File: config.mk
export PLATFORM = sky130hd
export DESIGN_NAME = bcd_to_bin_seq
export DESIGN_NICKNAME = d
export VERILOG_FILES = /design/src/rtl/bcd_to_bin_seq.sv
export SDC_FILE = /design/constraint.sdc
export NUM_CORES = 1
export LEC_CHECK = 0
export ABC_AREA = 1
export CAP_MARGIN = 0
export CORE_ASPECT_RATIO = 0.6
export CORE_MARGIN = 3
export CORE_UTILIZATION = 30
export CTS_CLUSTER_SIZE = 12
export DETAILED_ROUTE_END_ITERATION = 16
export PLACE_DENSITY = 0.58
export SLEW_MARGIN = 10
export SYNTH_ARGS = -nofsm -noshare
export SYNTH_HDL_FRONTEND = slang
export SYNTH_SLANG_ARGS = --single-unit
File: constraint.sdc
create_clock -name clk -period 3.9 [get_ports clk]
set_input_delay 0.78 -clock clk [delete_from_list [all_inputs] [get_ports clk]]
set_output_delay 0.78 -clock clk [all_outputs]
set_load 0.01 [all_outputs]
File: src/rtl/bcd_to_bin_seq.sv
// bcd_to_bin_seq
//   Sequential packed-BCD to binary converter. One multiply-by-10-and-add
//   step per clock, most significant digit first. A conversion is started
//   with start & ready; done pulses for one cycle when bin_out/err are valid.
//
// Parameters
//   NDIG  number of BCD digits (1..8)
//   BW    result width, 2^BW > 10^NDIG - 1
//
// Ports
//   clk      in   clock, rising edge
//   rst      in   synchronous active-high reset
//   start    in   conversion request, sampled only while ready
//   bcd_in   in   [4*NDIG-1:0] packed BCD operand, digit NDIG-1 is the MSD
//   ready    out  idle, a start is accepted
//   busy     out  conversion in progress or done cycle
//   done     out  one-cycle completion pulse
//   bin_out  out  [BW-1:0] binary result, held until the next done
//   err      out  invalid-digit flag of the last conversion
//
// Configuration
//   BCD_TO_BIN_SEQ_CHECK_EN  when defined, nibbles > 9 set err and force
//                            bin_out to 0; otherwise err is tied to 0 and
//                            nibbles are used as raw values 0..15.
//
// state  | meaning
// -------+-----------------------------------------------
// S_IDLE | waiting for start, ready=1
// S_CONV | consuming one digit per cycle, MSD first
// S_DONE | single-cycle done pulse, result registered

module bcd_to_bin_seq #(
  parameter int NDIG = 4,
  parameter int BW   = 14
) (
  input  logic              clk,
  input  logic              rst,
  input  logic              start,
  input  logic [4*NDIG-1:0] bcd_in,
  output logic              ready,
  output logic              busy,
  output logic              done,
  output logic [BW-1:0]     bin_out,
  output logic              err
);

  typedef enum logic [1:0] {
    S_IDLE = 2'd0,
    S_CONV = 2'd1,
    S_DONE = 2'd2
  } state_t;

  state_t            state_q;
  state_t            state_d;
  logic [4*NDIG-1:0] sr_q;
  logic [BW-1:0]     acc_q;
  logic [BW-1:0]     bin_q;
  logic [3:0]        cnt_q;
  logic [3:0]        digit;
  logic [BW-1:0]     acc_next;
  logic              last_digit;

  assign digit      = sr_q[4*NDIG-1 -: 4];
  // acc*10 as two shifts; everything stays BW bits, so raw nibbles truncate.
  assign acc_next   = (acc_q << 3) + (acc_q << 1) + BW'(digit);
  assign last_digit = (cnt_q == 4'd1);

  always_ff @(posedge clk) begin
    if (rst) state_q <= S_IDLE;
    else     state_q <= state_d;
  end

  always_comb begin
    state_d = state_q;
    case (state_q)
      S_IDLE:  if (start) state_d = S_CONV;
      S_CONV:  if (last_digit) state_d = S_DONE;
      S_DONE:  state_d = S_IDLE;
      default: state_d = S_IDLE;
    endcase
  end

  assign ready   = (state_q == S_IDLE);
  assign busy    = (state_q == S_CONV) || (state_q == S_DONE);
  assign done    = (state_q == S_DONE);
  assign bin_out = bin_q;

`ifdef BCD_TO_BIN_SEQ_CHECK_EN
  logic flag_q;
  logic err_q;
  logic flag_next;

  // The digit being consumed this cycle must be included in the final verdict.
  assign flag_next = flag_q | (digit > 4'd9);
  assign err       = err_q;

  always_ff @(posedge clk) begin
    if (rst) begin
      sr_q   <= '0;
      acc_q  <= '0;
      cnt_q  <= '0;
      bin_q  <= '0;
      flag_q <= 1'b0;
      err_q  <= 1'b0;
    end else begin
      case (state_q)
        S_IDLE: begin
          if (start) begin
            sr_q   <= bcd_in;
            acc_q  <= '0;
            cnt_q  <= 4'(NDIG);
            flag_q <= 1'b0;
          end
        end
        S_CONV: begin
          acc_q  <= acc_next;
          sr_q   <= sr_q << 4;
          cnt_q  <= cnt_q - 4'd1;
          flag_q <= flag_next;
          if (last_digit) begin
            bin_q <= flag_next ? '0 : acc_next;
            err_q <= flag_next;
          end
        end
        default: ;
      endcase
    end
  end
`else
  assign err = 1'b0;

  always_ff @(posedge clk) begin
    if (rst) begin
      sr_q  <= '0;
      acc_q <= '0;
      cnt_q <= '0;
      bin_q <= '0;
    end else begin
      case (state_q)
        S_IDLE: begin
          if (start) begin
            sr_q  <= bcd_in;
            acc_q <= '0;
            cnt_q <= 4'(NDIG);
          end
        end
        S_CONV: begin
          acc_q <= acc_next;
          sr_q  <= sr_q << 4;
          cnt_q <= cnt_q - 4'd1;
          if (last_digit) bin_q <= acc_next;
        end
        default: ;
      endcase
    end
  end
`endif

endmodule
Yosys cells after proc, flatten, opt, wreduce, memory -nomap -nowiden:

Index checks and enable logic that the tools add are counted.

* bits in registers: 49
* input bits: 19
* bits in latches: 0
* memory bits (read-only): 0
* RAM bits: 0
* output and inout port bits: 18
* memories kept: 0

* magnitude comparators: 0
* bitwise gates (word level): 0
* equal/unequal tests: 5
* shifts and indexed selects: 0
* multiplexer cells: 9
* divide/modulo/power cells: 0
* add/subtract/negate cells: 3
* multiply operators: 0
* reduce and logical (&&, ||, !) cells: 6

Operator list (number)
* case mux 16 bit (2 select lines): 1
* case mux 13 bit (2 select lines): 1
* 2-to-1 mux 16 bit: 1
* adder 14 bit: 1
* adder 14 x 4 -> 14 bit: 1
* 2-to-1 mux 13 bit: 1
* case mux 4 bit (2 select lines): 1
* AND reduction 2 bit: 3
* == test 4 x 1 -> 1 bit (second input constant): 1
* 2-to-1 mux 2 bit: 2
* 2-to-1 mux 4 bit: 1
* != test 2 bit (second input constant): 2
* case mux 2 bit (2 select lines): 1
* subtractor 4 x 1 -> 4 bit (second input constant): 1
* == test 2 x 1 -> 1 bit (second input constant): 1
* == test 2 bit (second input constant): 1
* logical NOT 2 bit: 1
* nonzero test 2 bit: 1
* logical OR 1 bit: 1

Longest topological paths before layout:

Gate-level depths: netlist of run 1.

* depth in word-level cells: 3
* mapped depth: 15
* depth with buffers taken out: 15

Worst setup path after synthesis of run 1:

Ideal clock, no wire load.

* kind: reg-to-reg
* from: register acc_q[0]
* to: register acc_q[7]
* path slack: 1.777 ns
* data arrival time: 1.981 ns
* cell stages (with the launch flop): 12
* period minus slack after synthesis: 2.123 ns
* path through: dfxtp_1 > inv_1 > fa_1 > inv_1 > ha_1 > nand3_1 > nand3_1 > nand2_1 > nand2_1 > or2_2 > nand3_1 > a21oi_1

* cells in the longest elaborated chain, start to end: 3

RTL lines
* start: declaration: RTL line 56 `logic [BW-1:0] acc_q;`
* start signal: assignment: RTL line 148 `acc_q <= acc_next;`
* adder 14 bit: RTL line 65 `assign acc_next = (acc_q << 3) + (acc_q << 1) + BW'(digit);`
* adder 14 x 4 -> 14 bit: RTL line 65
* case mux 13 bit (2 select lines): RTL line 139 `case (state_q)`

Every way passes these cells.
A chain may end at the register's enable or synchronous reset.

Worst setup path in the final report of run 1:

Same ends and word-level chain as after synthesis.

==> results of run 1 <==
[cell usage after synthesis (all sizes together) (3+ instances only)]
master | number | area (um2)
xor2 | 4 | 35.0
nor2 | 28 | 123
clkbuf | 4 | 15.0
a31oi | 13 | 87.6
o21bai | 5 | 37.5
nand2 | 127 | 504
a21oi | 28 | 178
ha | 27 | 338
nand3 | 19 | 95.1
o21ai | 15 | 78.8
inv | 44 | 165
o21a | 3 | 22.5
buf | 9 | 73.8
nand3b | 3 | 22.5
dfxtp | 49 | 981
or2 | 5 | 31.3
[power by group]
group          internal, uW  switching, uW  total, uW
Clock                   251            177        428
Sequential              545           28.8        573
Combinational           118            182        300
[flip-flops by register name, summed over array words and instances (netlist names)]
register / flops
state_q: 2
bin_out: 14
acc_q: 13
cnt_q: 4
sr_q: 16
[worst max path at each step]
stage | to | slack (ns) | start
2_1_floorplan | acc_q[7] | 1.78 | acc_q[0]
3_3_place_gp | cnt_q[3] | 1.37 | start
3_5_place_dp | cnt_q[3] | 1.38 | start
4_1_cts | acc_q[7] | 1.46 | acc_q[0]
5_1_grt | acc_q[7] | 1.26 | acc_q[0]
6_report | acc_q[7] | 1.48 | acc_q[0]
[metal layers]
layer	global-route usage [%]	vias up	wire length [um]
li1	-	1325	-
met1	18.9	1156	3650
met2	20.1	48	2700
met3	4.10	7	361
met4	2.18	0	43
met5	0	-	0
[cell type report]
cell class	instances	area [um2]
Tap cell	130	163
Clock inverter	1	7.51
Fill cell	1020	5780
Multi-Input combinational cell	287	1650
Clock buffer	6	139
Sequential cell	49	981
Timing Repair Buffer	38	373
Inverter	44	165
[through the flow]
stage	cell area (um2)	worst slack, ns	cells	total power, uW
after floorplan	2880	1.78	393	805
after global placement	3330	1.37	548	882
after detailed placement	3330	1.38	548	886
after CTS	3470	1.46	555	1320
after global routing	3470	1.26	555	1390
final	3470	1.48	555	1300
[logic make-up after synthesis]
group           count (synthesis)  synth area share [%]
flops                          49                  34.0
fa+ha+maj                      29                  13.1
buf+inv                        57                  8.81
xor+xnor                        5                  1.52
simple gates                  184                  27.4
other cells                     1                 0.130
compound gates                 68                  15.0
[worst min-delay path, cell delays in order, from the launching register on]
cell	delay (ns)
dfxtp_1	0.32
nand2_2	0.07
a21oi_2	0.04
==> metrics, run 1 <==
Worst-Margin Slew 0.667 ns; Setup crit start kind flip-flop; Tmin final 2.42 ns; die area 10900 um2; CP top delay family simple AND/OR/NAND/NOR gates; synthesized cell area 2880 um2; asr flop ratio synth 0%; post-synthesis cell type count 35; FF-to-FF Start acc_q[0]; final setup vio count 0; post-synthesis sequential area ratio 34.0%; Setup Skew 0.00475 ns; WL/cell 12.2 um; clock buffer count from CTS 5; ys flop type dfxtp_1; CTS tree done; Routed Antenna Nets 0; hold_ws 0.466 ns; most common cell after layout, fill and taps aside nand2_1; number of synthesized flops with an enable pin 0; slew margin rel. 55.5%; P&R area growth vs syn 20.6%; Mapped Cells 393; Avg Cell Area, Syn 7.33 um2; Pins Over Slew Limit 0; most frequent CP cell nand3_1; crit path DAT 2.58 ns; total track usage 13.3%; Slowest Stage Delay on Critical Path 0.51 ns; fin util 37.5%; clk slew on worst S/H paths 0.06 ns; Crit Path Class flip-flop to flip-flop; # rows 27; unrepaired setup endpoints after global routing false; post-synth net total 441; crit end category flip-flop; Post-CTS Setup Repair Bufs 0; Worst Hold Class flip-flop to flip-flop; hold buffers post-CTS 0; Via Count 2536; CP max-delay cell fa_1; Chip Height 81.9 um; IO Pins 37; Power Dens Cells 374 nW/um2; r2r setup slk 1.48 ns; CTS Root Cell clkbuf_16; largest net degree at the start of global routing 33; status complete, no violations; VDD IR max 171 uV; worst path cell trace inv_1 -> fa_1 -> inv_1 -> ha_1 -> nand3_1 -> nand3_1 -> nand2_1 -> nand2_1 -> or2_2 -> nand3_1 -> a21oi_1; layout cells sized above 1 9.88%; Core ar. 9260 um2; IO buf count 35; leakage 0.00157 uW; fmax 413 MHz; Min-Delay Endpoint sr_q[0]; RR Endpoint acc_q[7]; global-route wire length before repair 11.7 mm; Routed WL 6.75 mm; RePlAce Congestion 0.908; crit-path max FO 4; Synth warnings 0; most frequent cells in the layout 116 x nand2_1, 49 x dfxtp_1, 40 x inv_1; GRT overflow 0; post-cts gate resize count 0; initial antenna violation count 0; H-tree depth 2; max-capacitance violation count 0; DPL Wire Length 5.21 mm; CP Data Required Time 4.06 ns; Fin Setup TNS 0 ns; Final Cycle Share 62.1%; worst-skew pair later-pin latency 0.29 ns; Initial Utilization 31.1%; routed vias/inst 4.57; final hold violations 0; WHS Path Cells 2; vias in the first global route 2490; drt drc 0; worst hold start sr_q[0]; WP buf/inv 2; ANT cells 0; First DRT Iteration DRCs 190; #FFs+latches synth 49; fin nets 473; TritonRoute pass-1 iters 4; Max clock buf depth 2; number of stages on the worst setup path 11; die width 133 um; Worst R2R Path Depth 11; Sink Count 49
(Power assumes the default switching activity.)
==> run 2, diff against run 1 <==
--- a/config.mk
+++ b/config.mk
@@ -12,7 +12,7 @@
 export CORE_UTILIZATION = 30
 export CTS_CLUSTER_SIZE = 12
 export DETAILED_ROUTE_END_ITERATION = 16
-export PLACE_DENSITY = 0.58
+export PLACE_DENSITY = 0.59
 export SLEW_MARGIN = 10
 export SYNTH_ARGS = -nofsm -noshare
 export SYNTH_HDL_FRONTEND = slang
==> constraint.sdc (replaced) <==
create_clock -name clk -period 2 [get_ports clk]
set_input_delay 0.4 -clock clk [delete_from_list [all_inputs] [get_ports clk]]
set_output_delay 0.4 -clock clk [all_outputs]
set_load 0.01 [all_outputs]
==> run 2 against run 1 <==
Net effect: global-route usage grew 0.54 points; maximum frequency is 18% higher; die area did not move; critical endpoint is now acc_q[6]; sequential share of layout area down 2.5 points; highest routed layer unchanged; sequential power rose by 95%; total power grew 110%; non-clock buffer count grew 16; combinational power up 130%; via count up 1.7%; worst setup slack got worse by 1.5 ns; the run now ends with negative setup slack left; sequential cell count is the same.
==> metrics, run 2 (synthesis gave the netlist of run 1 again) <==
Max clock buf depth 2 (unchanged); die area 10900 um2 (unchanged); worst-skew pair later-pin latency 0.30 ns (was 0.29 ns); leakage 0.00170 uW (was 0.00157 uW); IO buf count 35 (unchanged); status finished with violations (was complete, no violations); CP max-delay cell fa_1 (unchanged); clk slew on worst S/H paths 0.07 ns (was 0.06 ns); fmax 488 MHz (was 413 MHz); final setup vio count 4 (was 0); Via Count 2578 (was 2536); H-tree depth 2 (unchanged); Initial Utilization 31.1% (unchanged); Crit Path Class flip-flop to flip-flop (unchanged); Sink Count 49 (unchanged); First DRT Iteration DRCs 140 (was 190); crit end category flip-flop (unchanged); Worst Hold Class flip-flop to flip-flop (unchanged); Layout fillers 949 (was 1020); P&R area growth vs syn 32.6% (was 20.6%); Setup crit start kind flip-flop (unchanged); worst path cell trace inv_2 -> fa_1 -> inv_2 -> fa_2 -> nand2_2 -> nand3_4 -> nand2_1 -> xnor2_2 -> nand2_1 -> a21oi_1 (was inv_1 -> fa_1 -> inv_1 -> ha_1 -> nand3_1 -> nand3_1 -> nand2_1 -> nand2_1 -> or2_2 -> nand3_1 -> a21oi_1); WP buf/inv 2 (unchanged); fin nets 489 (was 473); max-capacitance violation count 0 (unchanged); routed vias/inst 4.51 (was 4.57); Post-CTS Setup Repair Bufs 0 (unchanged); r2r setup slk -0.05 ns (was 1.48 ns); final hold violations 0 (unchanged); Chip Height 81.9 um (unchanged); RePlAce Congestion 0.922 (was 0.908); Core ar. 9260 um2 (unchanged); Fin Setup TNS -0.0824 ns (was 0 ns); initial antenna violation count 0 (unchanged); number of stages on the worst setup path 10 (was 11); CP top delay family adder cells (was simple AND/OR/NAND/NOR gates); Most flops, register sr_q (unchanged); Slowest Stage Delay on Critical Path 0.54 ns (was 0.51 ns); CTS tree done (unchanged); crit-path max FO 3 (was 4); VDD IR max 390 uV (was 171 uV); crit path DAT 2.28 ns (was 2.58 ns); # rows 27 (unchanged); Routed Antenna Nets 0 (unchanged); Power Dens Cells 731 nW/um2 (was 374 nW/um2); most frequent cells in the layout 106 x nand2_1, 47 x dfxtp_1, 37 x inv_1 (was 116 x nand2_1, 49 x dfxtp_1, 40 x inv_1); die width 133 um (unchanged); FF-to-FF Start acc_q[2] (was acc_q[0]); Critical Path Sink acc_q[6] (was acc_q[7]); drt drc 0 (unchanged); max reg flops 16 (unchanged); vias in the first global route 2554 (was 2490); DPL Wire Length 5.34 mm (was 5.21 mm); CP Data Required Time 2.23 ns (was 4.06 ns); RR Endpoint acc_q[6] (was acc_q[7]); Setup Skew 0.00455 ns (was 0.00475 ns); global-route wire length before repair 11.9 mm (was 11.7 mm); Worst Setup SP acc_q[2] (was acc_q[0]); Worst-Margin Slew 0.552 ns (was 0.667 ns); total track usage 13.8% (was 13.3%); most common cell after layout, fill and taps aside nand2_1 (unchanged); Routed WL 7.22 mm (was 6.75 mm); CTS Root Cell clkbuf_16 (unchanged); layout cells sized above 1 22.7% (was 9.88%); Final Cycle Share 102% (was 62.1%); WL/cell 12.6 um (was 12.2 um); clock buffer count from CTS 5 (unchanged); multi-input logic area 1840 um2 (was 1650 um2); register area 983 um2 (was 981 um2); dpl ws -0.0434 ns (was 1.38 ns); largest net degree at the start of global routing 32 (was 33); GRT overflow 0 (unchanged); final worst slack -0.0484 ns (was 1.48 ns); IO Pins 37 (unchanged); unrepaired setup endpoints after global routing true (was false); Tmin final 2.05 ns (was 2.42 ns); Pins Over Slew Limit 0 (unchanged); TritonRoute pass-1 iters 4 (unchanged); Worst R2R Path Depth 10 (was 11); failing checks negative setup slack; ANT cells 0 (unchanged); slew margin rel. 63.1% (was 55.5%); hold_ws 0.464 ns (was 0.466 ns)
[run 2: cell types whose count changed in the layout (fill, tap and decap cells not counted), sizes merged]
cell,change
buf,+16
bufinv,+1
inv,+1
clkbuf,-1
dlymetal6s2s,+1
clkdlybuf4s50,-1
clkinvlp,-1
[run 2: routing by layer]
layer	wire (um)	GRT usage, %	vias up
li1	-	-	1356
met1	3920	19.5	1166
met2	2910	20.5	48
met3	298	3.67	8
met4	95	4.36	0
met5	0	0	-
[run 2: per-stage QoR]
| step | area (um2) | std cells | util, % | total power [uW] |
|---|---|---|---|---|
| global route | 3820 | 571 | 41.3 | 2940 |
| floorplan | 2910 | 393 | - | 1580 |
| CTS | 3700 | 571 | 40.0 | 2810 |
| finish | 3820 | 571 | 41.3 | 2790 |
| global placement | 3490 | 564 | 37.7 | 1790 |
| detailed placement | 3490 | 564 | 37.7 | 1800 |
[run 2: power by group]
| part | leakage [uW] | switching [uW] | total, uW | internal (uW) |
|---|---|---|---|---|
| registers | 0.000399 | 54.3 | 1120 | 1060 |
| logic | 0.00122 | 393 | 690 | 297 |
| clock network | 0.0000803 | 400 | 988 | 589 |
[run 2: what timing repair did]
action	in CTS	in global routing
resized for setup	10	29
hold buffers	0	0
endpoints found under the hold margin	0	0
pin swaps	4	13
setup endpoints to repair	11	20
[run 2: worst min-delay path by stage]
stage | slack [ns] | cells past startpoint | end | start
5_1_grt | 0.49 | 2 | sr_q[1] | sr_q[1]
4_1_cts | 0.46 | 1 | cnt_q[3] | cnt_q[3]
3_3_place_gp | 0.45 | 1 | cnt_q[3] | cnt_q[3]
3_5_place_dp | 0.45 | 1 | cnt_q[3] | cnt_q[3]
6_report | 0.46 | 2 | sr_q[0] | sr_q[0]
2_1_floorplan | 0.43 | 1 | cnt_q[3] | cnt_q[3]
[run 2: final cells by class]
| cell class | instances | share of cell area, % |
|---|---|---|
| Sequential cell | 49 | 25.7 |
| Clock inverter | 2 | 1.02 |
| Multi-Input combinational cell | 287 | 48.1 |
| Clock buffer | 5 | 3.27 |
| Inverter | 44 | 4.32 |
| Timing Repair Buffer | 54 | 13.3 |
| Tap cell | 130 | 4.26 |
[run 2: worst reg2reg max path: stages (launching register included)]
cell and delay, ns:
dfxtp_2 0.33, inv_2 0.04, fa_1 0.54, inv_2 0.06, fa_2 0.36, nand2_2 0.10, nand3_4 0.08, nand2_1 0.14
xnor2_2 0.15, nand2_1 0.07, a21oi_1 0.12
==> run 3, diff against run 2 <==
--- a/config.mk
+++ b/config.mk
@@ -6,12 +6,14 @@
 export NUM_CORES = 1
 export LEC_CHECK = 0
 export ABC_AREA = 1
+export ABC_CLOCK_PERIOD_IN_PS = 2000
 export CAP_MARGIN = 0
 export CORE_ASPECT_RATIO = 0.6
 export CORE_MARGIN = 3
 export CORE_UTILIZATION = 30
 export CTS_CLUSTER_SIZE = 12
 export DETAILED_ROUTE_END_ITERATION = 16
+export GPL_ROUTABILITY_DRIVEN = 0
 export PLACE_DENSITY = 0.59
 export SLEW_MARGIN = 10
 export SYNTH_ARGS = -nofsm -noshare
==> run 3 against run 2 <==
Net effect: the flow still finishes with violations (negative setup slack); final area is 0.46% lower; maximum frequency increased by 0.19%; worst hold slack improved by 0.0040 ns; combinational power fell by 3%; utilization fell by 0.19 points; largest power group unchanged; sequential share of layout area increased by 0.18 points; worst setup slack better by 0.0038 ns; sequential cell count unchanged; first-iteration DRC count is 11% lower; global-route usage rose by 0.090 points; highest routed layer unchanged; register-to-register slack about the same; clock skew about the same.
==> metrics, run 3 (synthesis gave the netlist of run 1 again) <==
status finished with violations (unchanged); failing checks negative setup slack (unchanged); die width 133 um (unchanged); Sink Count 49 (unchanged); WL/cell 13.0 um (was 12.6 um); IO Pins 37 (unchanged); switching part of the total 30.1% (was 30.3%); most frequent cells in the layout 109 x nand2_1, 45 x dfxtp_1, 38 x inv_1 (was 106 x nand2_1, 47 x dfxtp_1, 37 x inv_1); clock share of power 35.4% (about the same); First DRT Iteration DRCs 124 (was 140); Chip Height 81.9 um (unchanged); unrepaired setup endpoints after global routing true (unchanged); final hold violations 0 (unchanged); Crit Path Class flip-flop to flip-flop (unchanged); Setup Skew 0.00472 ns (was 0.00455 ns); Via Count 2624 (was 2578); Final Non-Filler Cells 572 (was 571); max reg flops 16 (unchanged); crit-path max FO 3 (unchanged); hold buffers post-CTS 0 (unchanged); VDD IR max 338 uV (was 390 uV); worst hold start sr_q[1] (was sr_q[0]); total track usage 13.9% (was 13.8%); fin nets 489 (unchanged); CTS tree done (unchanged); fmax 489 MHz (was 488 MHz); leakage 0.00171 uW (was 0.00170 uW); Initial Utilization 31.1% (unchanged); r2r setup slk -0.04 ns (was -0.05 ns); RR Endpoint bin_out[8] (was acc_q[6]); initial antenna violation count 0 (unchanged); Final Power 2770 uW (was 2790 uW); drt drc 0 (unchanged); placed instance count 563 (was 564); final worst slack -0.0446 ns (was -0.0484 ns); clk slew on worst S/H paths 0.07 ns (about the same); CTS Root Cell clkbuf_16 (unchanged); Tmin final 2.04 ns (was 2.05 ns); P&R area growth vs syn 32.0% (was 32.6%); largest net degree at the start of global routing 32 (unchanged); Worst-Margin Slew 0.562 ns (was 0.552 ns); Seq pwr share 40.4% (was 39.9%); hold_ws 0.468 ns (was 0.464 ns); CP Data Required Time 2.18 ns (was 2.23 ns); Worst R2R Path Depth 12 (was 10); P_int 1940 uW (was 1950 uW); clock buffer count from CTS 5 (unchanged); ANT cells 0 (unchanged); slew margin rel. 62.5% (was 63.1%); Final Cycle Share 102% (about the same); IO buf count 35 (unchanged); layout cells sized above 1 22.2% (was 22.7%); vias in the first global route 2490 (was 2554); most common cell after layout, fill and taps aside nand2_1 (unchanged); Worst Hold Class flip-flop to flip-flop (unchanged); H-tree depth 2 (unchanged); global-route wire length before repair 12.2 mm (was 11.9 mm); Comb power frac 24.2% (was 24.7%); FF-to-FF Start acc_q[0] (was acc_q[2]); Power Dens Cells 728 nW/um2 (was 731 nW/um2); Routed Antenna Nets 0 (unchanged); # rows 27 (unchanged); Pins Over Slew Limit 0 (unchanged); routed vias/inst 4.59 (was 4.51); WHS Path Cells 2 (unchanged); DPL Wire Length 5.43 mm (was 5.34 mm); GRT overflow 0 (unchanged); Min-Delay Endpoint sr_q[1] (was sr_q[0]); crit path DAT 2.23 ns (was 2.28 ns); sw power 833 uW (was 847 uW); TritonRoute pass-1 iters 4 (unchanged); die area 10900 um2 (unchanged); Most flops, register sr_q (unchanged); Routed WL 7.42 mm (was 7.22 mm); Core ar. 9260 um2 (unchanged); fin util 41.1% (was 41.3%); crit end category flip-flop (unchanged); Max clock buf depth 2 (unchanged); Setup crit start kind flip-flop (unchanged); worst-skew pair later-pin latency 0.29 ns (was 0.30 ns); max-capacitance violation count 0 (unchanged); final setup vio count 6 (was 4)
[run 3: per-stage QoR]
stage / area (um2) / setup WS, ns / TNS [ns]
final: 3800 / -0.0446 / -0.133
after global routing: 3800 / -0.190 / -1.82
after CTS: 3710 / -0.0290 / -0.0643
after detailed placement: 3490 / -0.0666 / -0.188
after global placement: 3490 / -0.0221 / -0.0221
after floorplan: 2910 / 0.00141 / 0
[run 3: power by group through the flow]
stage | Combinational [uW] | Sequential (uW) | Clock [uW]
floorplan | 444 | 1130 | 0
global placement | 642 | 1140 | 0
detailed placement | 654 | 1140 | 0
CTS | 663 | 1120 | 1010
global route | 750 | 1130 | 1050
finish | 671 | 1120 | 980
[run 3: how the worst max path moves through the flow]
stage	endpoint	slack, ns	startpoint
6_report	bin_out[8]	-0.04	acc_q[0]
5_1_grt	bin_out[8]	-0.19	acc_q[0]
4_1_cts	bin_out[8]	-0.03	acc_q[0]
3_5_place_dp	acc_q[7]	-0.07	acc_q[2]
3_3_place_gp	bin_out[8]	-0.02	acc_q[2]
2_1_floorplan	acc_q[7]	0.001	acc_q[2]
[run 3: what timing repair did]
| item | CTS | global route |
|---|---|---|
| setup buffers | 1 | 0 |
| setup endpoints to repair | 10 | 21 |
| endpoints found under the hold margin | 0 | 0 |
| pin swaps | 9 | 1 |
| resized for setup | 12 | 22 |
[run 3: cell type report]
class | instances | area, um2
Sequential cell | 49 | 986
Inverter | 44 | 165
Tap cell | 130 | 163
Clock buffer | 6 | 129
Multi-Input combinational cell | 287 | 1810
Clock inverter | 2 | 38.8
Fill cell | 961 | 5450
Timing Repair Buffer | 54 | 508
[run 3: routing by layer]
| layer | vias to the layer above | share of wire, % | global-route usage, % |
|---|---|---|---|
| met1 | 1172 | 50 | 20.0 |
| met3 | 7 | 6.8 | 3.55 |
| li1 | 1366 | - | - |
| met5 | - | 0 | 0 |
| met4 | 0 | 0.74 | 2.07 |
| met2 | 79 | 43 | 21.5 |
[run 3: worst max-delay path: stages (launching register included)]
cell and delay [ns]:
dfxtp_2 0.33, inv_2 0.04, fa_1 0.54, inv_2 0.06, fa_2 0.34, nand2_1 0.08
nand3_2 0.09, nand3_2 0.09, nand3b_1 0.09, nand2_1 0.09, nand2_1 0.05, o211ai_1 0.08
inv_1 0.06
